[config.mk]
export PLATFORM = sky130hd
export DESIGN_NAME = eth_parse_ctrl
export DESIGN_NICKNAME = d
export VERILOG_FILES = /design/src/rtl/eth_parse_ctrl.sv
export SDC_FILE = /design/constraint.sdc
export NUM_CORES = 1
export LEC_CHECK = 0
export ABC_CLOCK_PERIOD_IN_PS = 3350
export CAP_MARGIN = 0
export CELL_PAD_IN_SITES_DETAIL_PLACEMENT = 2
export CELL_PAD_IN_SITES_GLOBAL_PLACEMENT = 2
export CORE_ASPECT_RATIO = 1.4
export CORE_MARGIN = 2
export CORE_UTILIZATION = 24
export CTS_BUF_LIST = sky130_fd_sc_hd__clkbuf_2
export DETAILED_ROUTE_END_ITERATION = 10
export DONT_BUFFER_PORTS = 1
export PLACE_DENSITY_LB_ADDON = 0.08
export SKIP_CTS_REPAIR_TIMING = 1
export SYNTH_ARGS = -nofsm -noshare
export SYNTH_HDL_FRONTEND = slang
export SYNTH_SLANG_ARGS = --single-unit
export TNS_END_PERCENT = 30
[constraint.sdc]
create_clock -name clk -period 3.35 [get_ports clk]
set_clock_uncertainty 0.1 [all_clocks]
set_input_delay 0.67 -clock clk [delete_from_list [all_inputs] [get_ports clk]]
set_output_delay 0.67 -clock clk [all_outputs]
set_load 0.02 [all_outputs]
[src/rtl/eth_parse_ctrl.sv]
`default_nettype none
// ============================================================================
//  Module      : eth_parse_ctrl
//  Description : Frame-level sequencer for the Ethernet parser front end.
//                Gates AXI-Stream ready, pulses frame_start / parse_start,
//                holds the stream while the header parser runs, flags runt
//                frames and parser timeouts, and keeps saturating frame
//                statistics. Never touches tdata.
//  Revision    : 1.0 - initial release
// ============================================================================
module eth_parse_ctrl #(
    parameter int DATA_WIDTH    = 64,
    parameter int HDR_BYTES     = 18,
    parameter int PARSE_TIMEOUT = 255
) (
    input  logic        clk,
    input  logic        rst_n,
    input  logic        s_axis_tvalid,
    input  logic        s_axis_tlast,
    output logic        s_axis_tready,
    output logic        beat_accept,
    output logic        frame_start,
    input  logic        header_valid,
    output logic        parse_start,
    input  logic        parse_done,
    output logic        runt_err,
    output logic        timeout_err,
    output logic [15:0] frame_cnt,
    output logic [15:0] runt_cnt,
    output logic        busy
);

    // ------------------------------------------------------------------------
    // Derived constants
    // ------------------------------------------------------------------------
    localparam int BYTES_PER_BEAT = DATA_WIDTH / 8;
    localparam int HDR_BEATS      = (HDR_BYTES + BYTES_PER_BEAT - 1) / BYTES_PER_BEAT;

    localparam logic [4:0]  c_HDR_BEATS = 5'(HDR_BEATS);
    // Timeout fires on the PARSE_TIMEOUT-th cycle after parse_start; the
    // counter starts at zero on the first cycle with started set.
    localparam logic [15:0] c_TO_LAST   = 16'(PARSE_TIMEOUT - 1);
    localparam logic [15:0] c_CNT_MAX   = 16'hFFFF;

    // ------------------------------------------------------------------------
    // State encoding
    // ------------------------------------------------------------------------
    localparam logic [1:0] c_ST_ARM     = 2'd0;
    localparam logic [1:0] c_ST_CAPTURE = 2'd1;
    localparam logic [1:0] c_ST_PARSE   = 2'd2;
    localparam logic [1:0] c_ST_DRAIN   = 2'd3;

    // ------------------------------------------------------------------------
    // Registers and combinational nets
    // ------------------------------------------------------------------------
    logic [1:0]  r_state;
    logic [1:0]  w_state_nxt;
    logic [4:0]  r_beat_cnt;
    logic        r_last_seen;
    logic        r_started;
    logic [15:0] r_to_cnt;
    logic        r_runt_err;
    logic        r_timeout_err;
    logic [15:0] r_frame_cnt;
    logic [15:0] r_runt_cnt;

    logic        w_tready;
    logic        w_beat_accept;
    logic        w_parse_start;
    logic [4:0]  w_beat_next;
    logic        w_hdr_complete;
    logic        w_done;
    logic        w_timeout;
    logic        w_runt;
    logic        w_frame_done;
    logic        w_timeout_hit;

    // ------------------------------------------------------------------------
    // State-decoded handshake and pulse outputs
    // ------------------------------------------------------------------------
    assign w_tready       = (r_state == c_ST_CAPTURE) || (r_state == c_ST_DRAIN);
    assign w_beat_accept  = s_axis_tvalid && w_tready;
    assign w_parse_start  = (r_state == c_ST_PARSE) && header_valid && !r_started;

    assign w_beat_next    = r_beat_cnt + 5'd1;
    assign w_hdr_complete = (w_beat_next == c_HDR_BEATS);

    // parse_done only counts once the parser has actually been kicked; a
    // done in the parse_start cycle itself is therefore ignored.
    assign w_done         = r_started && parse_done;
    assign w_timeout      = r_started && (r_to_cnt == c_TO_LAST);

    assign s_axis_tready  = w_tready;
    assign beat_accept    = w_beat_accept;
    assign frame_start    = (r_state == c_ST_ARM);
    assign busy           = (r_state != c_ST_ARM);
    assign parse_start    = w_parse_start;
    assign runt_err       = r_runt_err;
    assign timeout_err    = r_timeout_err;
    assign frame_cnt      = r_frame_cnt;
    assign runt_cnt       = r_runt_cnt;

    // Next-state and per-frame event decode.
    always_comb begin
        w_state_nxt   = r_state;
        w_runt        = 1'b0;
        w_frame_done  = 1'b0;
        w_timeout_hit = 1'b0;
        case (r_state)
            c_ST_ARM: begin
                // One cycle so the capture register can clear before beat 1.
                w_state_nxt = c_ST_CAPTURE;
            end
            c_ST_CAPTURE: begin
                if (w_beat_accept) begin
                    if (s_axis_tlast && (w_beat_next < c_HDR_BEATS)) begin
                        w_runt      = 1'b1;
                        w_state_nxt = c_ST_ARM;
                    end else if (w_hdr_complete) begin
                        w_state_nxt = c_ST_PARSE;
                    end
                end
            end
            c_ST_PARSE: begin
                // A done arriving in the timeout cycle wins over the timeout.
                if (w_done || w_timeout) begin
                    w_timeout_hit = !w_done;
                    if (r_last_seen) begin
                        w_frame_done = 1'b1;
                        w_state_nxt  = c_ST_ARM;
                    end else begin
                        w_state_nxt  = c_ST_DRAIN;
                    end
                end
            end
            c_ST_DRAIN: begin
                if (w_beat_accept && s_axis_tlast) begin
                    w_frame_done = 1'b1;
                    w_state_nxt  = c_ST_ARM;
                end
            end
            default: begin
                w_state_nxt = c_ST_ARM;
            end
        endcase
    end

    // State register.
    always_ff @(posedge clk or negedge rst_n) begin
        if (!rst_n) begin
            r_state <= c_ST_ARM;
        end else begin
            r_state <= w_state_nxt;
        end
    end

    // Header beat counter and tlast capture on the header-completing beat.
    always_ff @(posedge clk or negedge rst_n) begin
        if (!rst_n) begin
            r_beat_cnt  <= 5'd0;
            r_last_seen <= 1'b0;
        end else if (r_state == c_ST_ARM) begin
            r_beat_cnt  <= 5'd0;
            r_last_seen <= 1'b0;
        end else if ((r_state == c_ST_CAPTURE) && w_beat_accept) begin
            r_beat_cnt <= w_beat_next;
            if (w_hdr_complete) begin
                r_last_seen <= s_axis_tlast;
            end
        end
    end

    // Parser handshake tracking and timeout counter; the counter only runs
    // after parse_start, so a header that never arrives never times out.
    always_ff @(posedge clk or negedge rst_n) begin
        if (!rst_n) begin
            r_started <= 1'b0;
            r_to_cnt  <= 16'd0;
        end else if (r_state == c_ST_ARM) begin
            r_started <= 1'b0;
            r_to_cnt  <= 16'd0;
        end else if (r_state == c_ST_PARSE) begin
            if (w_parse_start) begin
                r_started <= 1'b1;
            end
            if (r_started) begin
                r_to_cnt <= r_to_cnt + 16'd1;
            end
        end
    end

    // Registered one-cycle error pulses.
    always_ff @(posedge clk or negedge rst_n) begin
        if (!rst_n) begin
            r_runt_err    <= 1'b0;
            r_timeout_err <= 1'b0;
        end else begin
            r_runt_err    <= w_runt;
            r_timeout_err <= w_timeout_hit;
        end
    end

    // Saturating frame statistics; counters hold at all-ones.
    always_ff @(posedge clk or negedge rst_n) begin
        if (!rst_n) begin
            r_frame_cnt <= 16'd0;
            r_runt_cnt  <= 16'd0;
        end else begin
            if (w_frame_done && (r_frame_cnt != c_CNT_MAX)) begin
                r_frame_cnt <= r_frame_cnt + 16'd1;
            end
            if (w_runt && (r_runt_cnt != c_CNT_MAX)) begin
                r_runt_cnt <= r_runt_cnt + 16'd1;
            end
        end
    end

endmodule
`default_nettype wire
==> flow_summary_export.csv <==
group,metric,value,unit
outcome,outcome,"finished clean",
yosys,syn_nets,335,
sta,slew_viol_final,0,
yosys,synth-warning-count,0,
pwr,internal_power,1.13,mW
setup_path,slowest_delay,0.54,ns
sta,setup_tns,0,ns
setup_path,crit_family,"simple AND/OR/NAND/NOR gates",
final_layout,design_area,3430,µm²
die,fp.dieH,138,µm
setup_path,worst_r2r_endpoint,"frame_cnt[1]",
setup_path,critPathRequiredTime,3.64,ns
setup_path,reg2reg_from,"r_to_cnt[13]",
cts,clock_tree.buffer_depth,2,
yosys,synth.avg_cell_area,9.58,µm²
pwr,vdd_drop_max,0.245,mV
pwr,power.density,551,nW/µm²
final_layout,instances_no_fill,492,
pwr,p_clk_frac,0.229,
sta,rsz0062_at_grt,"no",
setup_path,r2r_cells,6,
pwr,p_leak,1.46,nW
sta,finalCriticalPeriod,2.60,ns
yosys,ys_seq_elements,59,
setup_path,cpMaxStageDelayCell,"or4_1",
drt,wirelength,8810,µm
final_layout,drive_above_1_share,0.0888,
pwr,p_sw_frac,0.400,
cts,cts_made_buffers,9,
placement,hpwl,6360,µm
hold_path,hp-class,"in -> reg",
cts,cts.clk_slew.worst_paths,0.18,ns
global_routing,grt_antenna_before_repair,1,
sta,fin_ws,0.751,ns
yosys,syn-cell-area,3090,µm²
die,row_count,49,
drt,drt-initial-drc-count,56,
global_routing,grt_pass1_wl,15000,µm
setup_path,endpoint_kind,"flop",
final_layout,nFillCells,1430,
cts,tritoncts,"done",
drt,routedWlPerCell,17.9,µm
yosys,synth-edff-count,0,
die,die_w,100,µm
setup_path,path_depth,6,
yosys,ys_seq_area_frac,0.477,
yosys,synth.most_common_cell,"dfrtp_1",
final_layout,final_core_util,0.270,
yosys,async_flop_share,1.00,
setup_path,worstPathCellList,"or4_1, or3_4, o31ai_4, buf_4, nand2_2, mux2_4",
pwr,p_sw,0.757,mW
yosys,synth_top_area_share,0.477,
setup_path,critPathKind,"reg -> reg",
yosys,synth_ff_type,"dfrtp_1",
die,core_area,12700,µm²
setup_path,critPathBufInv,1,
drt,vias,2449,
drt,ant_nets,0,
setup_path,reg2reg_slack,0.75,ns
cts,cts_sinks,59,
setup_path,path_max_fanout,10,
drt,vias_per_cell,4.98,
setup_path,cp-start-kind,"flop",
pwr,seq_power_share,0.531,
placement,place_ws,0.746,ns
hold_path,min_from,"header_valid",
sta,fmax,0.385,GHz
placement,gp_congestion,0.716,
cts,cts_root_buffer,"clkbuf_2",
pwr,comb_power_share,0.240,
yosys,synth_common_cells,"dfrtp_1 (59), nand3_1 (30), nor2_1 (30), nand2_1 (29), xnor2_1 (24)",
global_routing,grt_pass1_vias,2727,
sta,setup_violations,0,
cts,htreeDepth,3,
yosys,netlist_instances,323,
global_routing,grt_usage,0.139,
pwr,finalPower,1.89,mW
placement,io_buffers,0,
global_routing,overflow,0,
cts,clk_latency,0.48,ns
setup_path,arrival,2.89,ns
final_layout,area_growth,10.8,%
drt,remaining_drc_errors,0,
sta,timing.slew.headroom,0.385,
placement,dp.cells,474,
sta,period_share,0.776,
placement,place_area,3290,µm²
die,dieArea,13800,µm²
sta,finalHoldViolations,0,
yosys,synthTopCellsByArea,"dfrtp_1 (48%), xnor2_1 (6.8%), nand3_1 (4.9%), xor2_1 (4.5%), nor2_1 (3.6%)",
setup_path,critPathCapture,"frame_cnt[1]",
drt,drtPass1Iterations,3,
die,initial_core_util,0.244,
setup_path,startpoint,"r_to_cnt[13]",
sta,worst_pin_slew,0.913,ns
die,boundaryPins,45,
job,maxCapViolCount,0,
sta,hold_ws,0.229,ns
yosys,yosysTopAreaCell,"dfrtp_1",
yosys,synth_cell_types,49,
global_routing,grt_max_degree,60,
final_layout,nNetsFinal,346,
area by class of cell:
cell class,instances,area [µm²],area share
multi-input cells,242,1530,0.445
flip-flops and latches,59,1480,0.431
diodes,1,2.50,0.000730
repair buffers,8,82.6,0.0241
inverters,14,52.6,0.0153
well taps,153,191,0.0558
clock inverters,4,42.5,0.0124
clock buffers,11,55.1,0.0161
cell families after synthesis:
kind of cell               count (synthesis)  synth area share
xor gates and xnor gates                  40             0.113
and+or+nand+nor                          156             0.262
buffers and inverters                     22            0.0295
AOI/OAI and AO/OA                         34            0.0716
muxes                                      6            0.0222
adders and majority gates                  6            0.0243
DFF                                       59             0.477
sequential cells by signal, summed over array words and instances, names as in the netlist:
register	cells
r_state	2
runt_cnt	16
r_last_seen	1
runt_err	1
r_to_cnt	16
r_beat_cnt	5
timeout_err	1
r_started	1
frame_cnt	16
power groups by stage:
stage / clock, mW / sequential [mW] / combinational (mW)
after floorplan: 0 / 0.947 / 0.342
after global placement: 0 / 1.02 / 0.437
after detailed placement: 0 / 1.02 / 0.450
after CTS: 0.473 / 1.01 / 0.453
after global routing: 0.501 / 1.03 / 0.527
final: 0.434 / 1.00 / 0.454
worst min path at each step:
| stage | end | slack (ns) | cells past startpoint |
|---|---|---|---|
| detailed placement | frame_cnt[11] | 0.28 | 0 |
| global placement | frame_cnt[11] | 0.28 | 0 |
| finish | r_started | 0.23 | 2 |
| CTS | frame_cnt[11] | -0.34 | 0 |
| floorplan | frame_cnt[0] | 0.27 | 0 |
| global route | r_started | 0.15 | 2 |
placed cells by master (no fill, tap or decap), types with 11 or more instances in the layout:
master    netlist  layout
dfrtp_1        59      59
nor2_1         30      30
nand3_1        30      30
nand2_1        29      29
xnor2_1        24      24
xor2_1         16      16
o21ai_0        14      14
inv_1          13      13
nor3_1         13      13
nand4_1        12      12
clkbuf_2        0      11
layer usage:
layer | wire length (µm) | global-route usage
met1 | 3780 | 0.168
met4 | 119 | 0.0497
met5 | 0 | 0
met2 | 4590 | 0.236
met3 | 319 | 0.0349
Note: power is estimated with default switching activity, not from simulation.
